$ cat src/rtl/microcode_sequencer.sv
// Microcode sequencer: decodes opcode + T-state + flags into the 16-bit datapath control word.
// Latency: ctrl/last are combinational from step/insn/flags; step and halted update on the rising edge.
// Backpressure: none; the datapath samples ctrl every edge, and halt freezes the step counter until rst.
module microcode_sequencer #(
    parameter int DATA_W    = 8,
    parameter int OPCODE_W  = 4,
    parameter int STEPS     = 8,
    parameter int STEP_W    = 3,
    parameter int FIXED_LEN = 0
) (
    input  logic              clk,
    input  logic              rst,
    input  logic [DATA_W-1:0] insn,
    input  logic              cf,
    input  logic              zf,
    output logic [15:0]       ctrl,
    output logic [STEP_W-1:0] step,
    output logic              last,
    output logic              halted
);

    // Control word bit positions, MSB first: hlt mi ri ro io ii ai ao eo su bi oi ce co j fi
    localparam logic [15:0] C_HLT = 16'h8000;
    localparam logic [15:0] C_MI  = 16'h4000;
    localparam logic [15:0] C_RI  = 16'h2000;
    localparam logic [15:0] C_RO  = 16'h1000;
    localparam logic [15:0] C_IO  = 16'h0800;
    localparam logic [15:0] C_II  = 16'h0400;
    localparam logic [15:0] C_AI  = 16'h0200;
    localparam logic [15:0] C_AO  = 16'h0100;
    localparam logic [15:0] C_EO  = 16'h0080;
    localparam logic [15:0] C_SU  = 16'h0040;
    localparam logic [15:0] C_BI  = 16'h0020;
    localparam logic [15:0] C_OI  = 16'h0010;
    localparam logic [15:0] C_CE  = 16'h0008;
    localparam logic [15:0] C_CO  = 16'h0004;
    localparam logic [15:0] C_J   = 16'h0002;
    localparam logic [15:0] C_FI  = 16'h0001;

    localparam logic [3:0] OP_NOP = 4'h0;
    localparam logic [3:0] OP_LDA = 4'h1;
    localparam logic [3:0] OP_ADD = 4'h2;
    localparam logic [3:0] OP_SUB = 4'h3;
    localparam logic [3:0] OP_STA = 4'h4;
    localparam logic [3:0] OP_LDI = 4'h5;
    localparam logic [3:0] OP_JMP = 4'h6;
    localparam logic [3:0] OP_JC  = 4'h7;
    localparam logic [3:0] OP_JZ  = 4'h8;
    localparam logic [3:0] OP_OUT = 4'he;
    localparam logic [3:0] OP_HLT = 4'hf;

    localparam logic [STEP_W-1:0] S0     = '0;
    localparam logic [STEP_W-1:0] S1     = STEP_W'(1);
    localparam logic [STEP_W-1:0] S2     = STEP_W'(2);
    localparam logic [STEP_W-1:0] S3     = STEP_W'(3);
    localparam logic [STEP_W-1:0] S4     = STEP_W'(4);
    localparam logic [STEP_W-1:0] S_LAST = STEP_W'(STEPS - 1);

    logic [OPCODE_W-1:0] opcode;
    logic                op_in_range;
    logic [3:0]          op;
    logic [15:0]         uop;
    logic [STEP_W-1:0]   fin_step;
    logic                last_raw;
    logic                hlt_entry;

    assign opcode = insn[DATA_W-1 -: OPCODE_W];

    // Wider opcodes only match the table when their upper bits are zero; anything else is a NOP.
    generate
        if (OPCODE_W > 4) begin : g_wide_op
            assign op_in_range = (opcode[OPCODE_W-1:4] == '0);
        end else begin : g_narrow_op
            assign op_in_range = 1'b1;
        end
        if (DATA_W > OPCODE_W) begin : g_operand
            logic unused_operand;
            assign unused_operand = ^insn[DATA_W-OPCODE_W-1:0];
        end
    endgenerate

    assign op = op_in_range ? opcode[3:0] : OP_NOP;

    // Final micro-op step of each instruction in variable-length mode.
    always_comb begin
        fin_step = S2;
        case (op)
            OP_LDA, OP_STA: fin_step = S3;
            OP_ADD, OP_SUB: fin_step = S4;
            default:        fin_step = S2;
        endcase
    end

    always_comb begin
        uop = '0;
        if (step == S0) begin
            uop = C_MI | C_CO;
        end else if (step == S1) begin
            uop = C_RO | C_II | C_CE;
        end else begin
            case (op)
                OP_LDA: begin
                    if (step == S2)      uop = C_MI | C_IO;
                    else if (step == S3) uop = C_RO | C_AI;
                end
                OP_ADD, OP_SUB: begin
                    if (step == S2)      uop = C_MI | C_IO;
                    else if (step == S3) uop = C_RO | C_BI;
                    else if (step == S4) uop = C_EO | C_AI | C_FI | ((op == OP_SUB) ? C_SU : 16'h0000);
                end
                OP_STA: begin
                    if (step == S2)      uop = C_MI | C_IO;
                    else if (step == S3) uop = C_AO | C_RI;
                end
                OP_LDI: if (step == S2) uop = C_IO | C_AI;
                OP_JMP: if (step == S2) uop = C_IO | C_J;
                // Flags only matter here, at step 2 of the conditional jumps.
                OP_JC:  if (step == S2 && cf) uop = C_IO | C_J;
                OP_JZ:  if (step == S2 && zf) uop = C_IO | C_J;
                OP_OUT: if (step == S2) uop = C_AO | C_OI;
                OP_HLT: if (step == S2) uop = C_HLT;
                default: uop = '0;
            endcase
        end
    end

    assign last_raw  = (FIXED_LEN != 0) ? (step == S_LAST) : (step == fin_step);
    assign last      = !rst && !halted && last_raw;
    assign hlt_entry = !halted && (step == S2) && (op == OP_HLT);

    always_comb begin
        ctrl = uop;
        if (rst)         ctrl = '0;
        else if (halted) ctrl = C_HLT;
    end

    // Entering halt holds step at 2 instead of wrapping, so a halted CPU reports where it stopped.
    always_ff @(posedge clk) begin
        if (rst) begin
            step   <= '0;
            halted <= 1'b0;
        end else if (!halted) begin
            if (hlt_entry) begin
                halted <= 1'b1;
            end else if (last || step == S_LAST) begin
                step <= '0;
            end else begin
                step <= step + STEP_W'(1);
            end
        end
    end

endmodule

$ cat config.mk
export PLATFORM = sky130hd
export DESIGN_NAME = microcode_sequencer
export DESIGN_NICKNAME = d
export VERILOG_FILES = /design/src/rtl/microcode_sequencer.sv
export SDC_FILE = /design/constraint.sdc
export NUM_CORES = 1
export LEC_CHECK = 0
export CAP_MARGIN = 20
export CORE_MARGIN = 4
export CORE_UTILIZATION = 43
export DETAILED_ROUTE_END_ITERATION = 12
export PLACE_DENSITY = 0.84
export SLEW_MARGIN = 20
export SYNTH_ARGS = -nofsm -noshare
export SYNTH_HDL_FRONTEND = slang
export SYNTH_SLANG_ARGS = --single-unit
$ cat constraint.sdc
create_clock -name clk -period 2.18 [get_ports clk]
set_input_delay 0.218 -clock clk [delete_from_list [all_inputs] [get_ports clk]]
set_output_delay 0.218 -clock clk [all_outputs]
set_load 0.01 [all_outputs]
==> flow_summary.json, run 1 <==
{
  "synth-compound-area-share_pct": 20.59,
  "vias": 855,
  "yosysWarningCount": 0,
  "drtIter0Drc": 7,
  "tightest_slew_ns": 0.2727,
  "synthTopCellsByArea": "dfxtp_1 12%, ha_1 11%, nor3_1 5.9%",
  "cts_tree": "done",
  "setup-violations-final": 0,
  "critPathKind": "input port to output pin",
  "regArea_um2": 82.58,
  "rr_worst_depth": 6,
  "p_clk_share_pct": 14.1,
  "synth_top_family_by_area": "simple AND/OR/NAND/NOR gates",
  "die-area_um2": 2283,
  "clockRootBuffer": "clkbuf_4",
  "timing.hold.ws_ns": 0.5822,
  "clock_skew_ns": 0.0009375,
  "ant_nets": 0,
  "required_ns": 1.96,
  "viasPerCell": 5.481,
  "layout.cells.non_filler": 156,
  "start_util_pct": 45.18,
  "synthTopCellsByCount": "8 x nor3_1, 7 x nor2_1, 6 x ha_1, 5 x inv_1, 5 x nand2_1",
  "ys_seq_elements": 4,
  "core_region_area_um2": 1506,
  "syn_inst": 92,
  "grt_max_degree": 10,
  "hold_class": "flop to flop",
  "first_pass_iters": 4,
  "yosysTopAreaCell": "dfxtp_1",
  "status": "completed",
  "antenna_cells": 0,
  "clock_sinks": 4,
  "fillers": 116,
  "rows": 14,
  "hold_viol_final": 0,
  "relSlewSlack_pct": 81.76,
  "cellPowerDensity_nw_per_um2": 519.2,
  "yosys.area_share.simple_pct": 42.65,
  "wl_per_cell_um": 13.82,
  "clk_latency_ns": 0.23,
  "cts_buffer_depth": 2,
  "pwr-share-comb_pct": 69.1,
  "final_max_slew_viol_count": 0,
  "ir_drop_v": 0.0005244,
  "synthMuxAreaShare_pct": 2.941,
  "rrSetupSlack_ns": 0.59,
  "busiest_layer": "met2",
  "grt.total_usage_pct": 21.50,
  "min_to": "halted",
  "final_nets": 160,
  "num_io_pins": 33,
  "final.setup.worst_slack_ns": 0.1355,
  "synth_area_um2": 680.7,
  "numPortBuffers": 28,
  "switching_share_pct": 38.60,
  "period_needed_ns": 2.044,
  "synth.distinct_cells": 41,
  "rsz0062_at_grt": "false",
  "overflow": 0,
  "fp.dieW_um": 47.79,
  "dpl.cell_count": 149,
  "met3_usage_pct": 3.383,
  "internal_power_uw": 380.5,
  "pwr-share-seq_pct": 16.8,
  "timing.rr.end": "step[0]",
  "synth.most_common_cell": "nor3_1",
  "numCtsBuffers": 3,
  "antenna_found_initial": 0,
  "start_kind": "input port",
  "clk_pin_slew_ns": 0.03,
  "ys_async_sr_fraction_pct": 0,
  "area_growth_pct": 75.37,
  "timing.fmax_mhz": 489.1,
  "grt_pass1_wl_um": 3512,
  "dp.final_hpwl_um": 1661,
  "grt_pass1_vias": 834,
  "leakage_uw": 0.0007042,
  "synth-xor-area-share_pct": 2.574,
  "use_met1_pct": 25.33,
  "synthFlopType": "dfxtp_1",
  "hold_start": "halted",
  "finalPower_uw": 619.8,
  "drive_above_1_share_pct": 29.29,
  "multi_input_area_um2": 575.6,
  "avgSynthCellArea_um2": 7.398,
  "synth_edf_count": 0,
  "grt_use_met2_pct": 35.88,
  "cp.arrival_ns": 1.83,
  "drv_cap": 0,
  "dpl_worst_slack_ns": -0.1776,
  "hold_buffers": 0,
  "r2r_start": "step[0]",
  "htreeDepth": 1,
  "p_switching_uw": 239.2,
  "synthesis.nets": 110,
  "postRouteWirelength_um": 2156,
  "globalplace.congestion": 0.8249,
  "drcViolationCount": 0,
  "hold_depth": 2,
  "synthAdderAreaFrac_pct": 11.03,
  "synth_top_area_share_pct": 11.76,
  "fin_crit_sh_pct": 93.78,
  "seq_area_frac_synth_pct": 11.76,
  "crit_fanout": 8,
  "die_h_um": 47.79,
  "crit_path_end_kind": "output pin"
}
-- per-layer routing --
layer / vias to the layer above / routed length [um] / part of all wire [%]
met1: 388 / 910 / 42
li1: 424 / - / -
met4: 0 / 51 / 2.4
met3: 7 / 137 / 6.4
met5: - / 0 / 0
met2: 36 / 1057 / 49
-- worst max path at each step --
stage,startpoint,to,slack (ns)
global placement,insn[6],last,-0.09
finish,insn[5],last,0.14
floorplan,step[0],ctrl[8],0.45
CTS,step[1],ctrl[8],-0.12
global route,insn[5],last,0.004
detailed placement,insn[6],last,-0.18
-- per-stage QoR --
step	util, %	TNS [ns]	instance area [um^2]
final	79.24	0	1194
after global routing	79.24	0	1194
after CTS	76.00	-0.1216	1145
after detailed placement	72.51	-0.9128	1092
after global placement	72.51	-0.4167	1092
after floorplan	-	0	680.7
-- area by class of cell --
cell class	instances	area share (%)
multi-input combinational	76	48.22
timing repair buffer	52	39.73
sequential	4	6.918
clock buffer	3	1.887
tap	16	1.677
inverter	5	1.572
-- power groups by stage --
stage          sequential, uW  clock, uW  combinational (uW)
2_1_floorplan             115          0                 187
3_3_place_gp              102          0                 382
3_5_place_dp              102          0                 392
4_1_cts                   104       93.2                 404
5_1_grt                   106        101                 470
6_report                  104       87.5                 428
-- registers in the layout, summed over array words and instances (netlist names) --
register and cells:
step 3, halted 1
-- cell families after synthesis --
logic type / Yosys count
buffers and inverters: 12
multiplexers: 2
XOR/XNOR: 2
AND/OR/NAND/NOR: 48
AO/OA/AOI/OAI: 18
flip-flops: 4
adder cells (fa/ha/maj): 6
-- worst max-delay path, cell delays in order --
cell and delay, ns:
clkdlybuf4s50_1 0.43, buf_4 0.17, nor2_1 0.24, a21oi_1 0.12
o21a_1 0.21, and2_1 0.15, dlygate4sd2_1 0.28
-- placed cells by master (no fill, tap or decap), types with 2 or more instances in the layout --
master,instances
clkdlybuf4s50_1,9
clkbuf_4,3
o21ai_0,3
nor3_1,7
nand2_1,5
dfxtp_1,2
or2_2,2
dfxtp_2,2
and3_1,4
and2_1,4
nand3_1,2
nor2_1,6
mux2i_1,2
nand3b_1,3
buf_4,23
inv_1,5
dlymetal6s2s_1,9
dlygate4sd2_1,10
a21oi_1,4
ha_1,5
nor2b_1,3
-- what timing repair did --
| item | CTS | global route |
|---|---|---|
| resized for setup | 18 | 11 |
| setup endpoints to repair | 16 | 9 |
| gates cloned | 0 | 0 |
| pin swaps | 1 | 1 |
| buffers inserted | 2 | 2 |
(Power assumes the default switching activity.)
==> inputs of run 2 (changes only) <==
--- a/config.mk
+++ b/config.mk
@@ -7,9 +7,9 @@
 export LEC_CHECK = 0
 export CAP_MARGIN = 20
 export CORE_MARGIN = 4
-export CORE_UTILIZATION = 43
+export CORE_UTILIZATION = 36
 export DETAILED_ROUTE_END_ITERATION = 12
-export PLACE_DENSITY = 0.84
+export PLACE_DENSITY = 0.86
 export SLEW_MARGIN = 20
 export SYNTH_ARGS = -nofsm -noshare
 export SYNTH_HDL_FRONTEND = slang
==> constraint.sdc (replaced) <==
create_clock -name clk -period 1.72 [get_ports clk]
set_input_delay 0.172 -clock clk [delete_from_list [all_inputs] [get_ports clk]]
set_output_delay 0.172 -clock clk [all_outputs]
set_load 0.01 [all_outputs]
==> run 2 against run 1 <==
Compared with the run above: the run now ends with negative setup slack left; final area is 6.5% higher; combinational power is 62% higher; sequential share of layout area hardly changed; first-iteration DRC count increased to 4.3 times the previous value; setup slack got worse by 0.20 ns; register-to-register slack got worse by 0.44 ns; final cell count rose by 10%; hold slack lost 0.031 ns; via count grew 10%; critical path type is now flop to output pin; largest cell class unchanged.
==> flow_summary.json, run 2 (synthesis results as in run 1) <==
{
  "ir_drop_v": 0.0007391,
  "final_cell_mix": "29 x buf_4, 15 x buf_2, 7 x nor3_1, 7 x clkdlybuf4s50_1",
  "clock_sinks": 4,
  "start_kind": "flop",
  "slowest_stage": "dfxtp_4",
  "area_growth_pct": 86.76,
  "vias": 941,
  "crit_fanout": 4,
  "leakage_uw": 0.0005849,
  "ant_nets": 0,
  "fillers": 139,
  "critPathKind": "flop to output pin",
  "status": "finished with violations",
  "period_needed_ns": 1.782,
  "r2r_start": "step[1]",
  "place_area_um2": 1149,
  "wl_per_cell_um": 15.77,
  "antenna_cells": 0,
  "timing.fmax_mhz": 561.1,
  "drtIter0Drc": 30,
  "htreeDepth": 1,
  "timing.rr.end": "step[1]",
  "rows": 15,
  "postRouteWirelength_um": 2712,
  "globalplace.congestion": 0.8731,
  "die-area_um2": 2650,
  "final_max_slew_viol_count": 0,
  "overflow": 0,
  "antenna_found_initial": 0,
  "hold_buffers": 0,
  "grt.total_usage_pct": 20.86,
  "fin_crit_sh_pct": 103.6,
  "cp.buffers_inverters": 1,
  "violations": "negative setup slack",
  "grt_pass1_vias": 953,
  "max_stage_delay_ns": 0.36,
  "final_common_cell": "buf_4",
  "largest_register_ffs": 3,
  "min_to": "halted",
  "multi_input_area_um2": 669.4,
  "internal_power_uw": 569.7,
  "p_clk_share_pct": 12.5,
  "setup-violations-final": 4,
  "core_region_area_um2": 1764,
  "hold_viol_final": 0,
  "drcViolationCount": 0,
  "numPortBuffers": 28,
  "pwr-share-comb_pct": 71.8,
  "largestRegisters": "step x3, halted x1",
  "final.setup.worst_slack_ns": -0.06232,
  "grt_pass1_wl_um": 4250,
  "rsz0062_at_grt": "true",
  "path_cells": "ha_4 > ha_4 > nor2b_4 > mux2i_1 > o21ai_1 > and2_1 > buf_2",
  "required_ns": 1.55,
  "cp.arrival_ns": 1.61,
  "clockRootBuffer": "clkbuf_4",
  "cellPowerDensity_nw_per_um2": 759.1,
  "relSlewSlack_pct": 79.07,
  "rrSetupSlack_ns": 0.15,
  "hold_depth": 2,
  "hold_start": "halted",
  "dp.final_hpwl_um": 1787,
  "tightest_slew_ns": 0.3127,
  "final_nets": 167,
  "switching_share_pct": 40.96,
  "pwr-share-seq_pct": 15.8,
  "largest-register": "step",
  "layout.cells.non_filler": 172,
  "grt_max_degree": 11,
  "numCtsBuffers": 3,
  "regArea_um2": 87.58,
  "hold_class": "flop to flop",
  "finish.instance_area_um2": 1271,
  "crit_path_end_kind": "output pin",
  "die_h_um": 51.48,
  "cts_tree": "done",
  "cp_common_cell": "ha_4",
  "start_util_pct": 38.58,
  "fp.dieW_um": 51.48,
  "clk_pin_slew_ns": 0.04,
  "drv_cap": 0,
  "clk_latency_ns": 0.24,
  "viasPerCell": 5.471,
  "clock_skew_ns": 0.001406,
  "cts_buffer_depth": 2,
  "num_io_pins": 33,
  "dpl.cell_count": 164,
  "rr_worst_depth": 6,
  "first_pass_iters": 5,
  "p_switching_uw": 395.2,
  "path_delay_family": "flip-flops",
  "drive_above_1_share_pct": 52.38
}
==> run 2: tightest hold or removal path: stages (launching register included) <==
cell     delay [ns]
dfxtp_1        0.31
inv_1          0.11
a21oi_4        0.08
==> run 2: stage by stage <==
step / util, % / worst slack, ns / power (uW) / hold slack (ns) / setup TNS, ns
floorplan: - / 0.03114 / 382.6 / 0.2393 / 0
global placement: 65.11 / -0.4869 / 638.6 / 0.5324 / -6.399
detailed placement: 65.11 / -0.5669 / 655.8 / 0.5433 / -7.083
CTS: 69.36 / -0.03978 / 878.3 / 0.5487 / -0.09690
global route: 72.06 / -0.1446 / 1024 / 0.5903 / -0.6857
finish: 72.06 / -0.06232 / 964.9 / 0.5514 / -0.1202
==> run 2: worst max path at each step <==
stage	startpoint	depth (start not counted)	endpoint	slack, ns
after global placement	insn[6]	6	last	-0.49
after floorplan	step[0]	6	ctrl[8]	0.03
after CTS	step[1]	6	last	-0.04
after global routing	step[1]	8	ctrl[9]	-0.14
final	step[0]	7	ctrl[9]	-0.06
after detailed placement	insn[6]	6	last	-0.57
==> run 2: area by class of cell <==
type / instances / share of cell area (%)
Tap cell: 25 / 2.461
Inverter: 5 / 1.870
Multi-Input combinational cell: 76 / 52.66
Clock buffer: 3 / 1.772
Sequential cell: 4 / 6.890
Timing Repair Buffer: 59 / 34.35
==> run 2: power groups by stage <==
stage	Sequential (uW)	Combinational [uW]	Clock, uW
finish	152	693	120
global route	156	739	129
global placement	128	511	0
floorplan	146	237	0
CTS	150	606	122
detailed placement	129	527	0
==> run 2: layer usage <==
layer | wire (um) | vias up | global-route usage [%]
met2 | 1398 | 50 | 38.98
met5 | 0 | - | 0
met4 | 94 | 0 | 7.860
li1 | - | 444 | -
met3 | 181 | 9 | 2.624
met1 | 1037 | 438 | 23.56
==> run 2: timing repair <==
item,in CTS,in global routing
endpoints found under the hold margin,0,0
endpoints found under the setup margin,17,16
pin swaps,5,9
setup buffers,1,4
gates resized for setup,93,16
==> inputs of run 3 (changes only) <==
--- a/config.mk
+++ b/config.mk
@@ -5,7 +5,6 @@
 export SDC_FILE = /design/constraint.sdc
 export NUM_CORES = 1
 export LEC_CHECK = 0
-export CAP_MARGIN = 20
 export CORE_MARGIN = 4
 export CORE_UTILIZATION = 36
 export DETAILED_ROUTE_END_ITERATION = 12
==> results of run 3 <==
Final layout, timing and power as in run 2 (identical DEF).
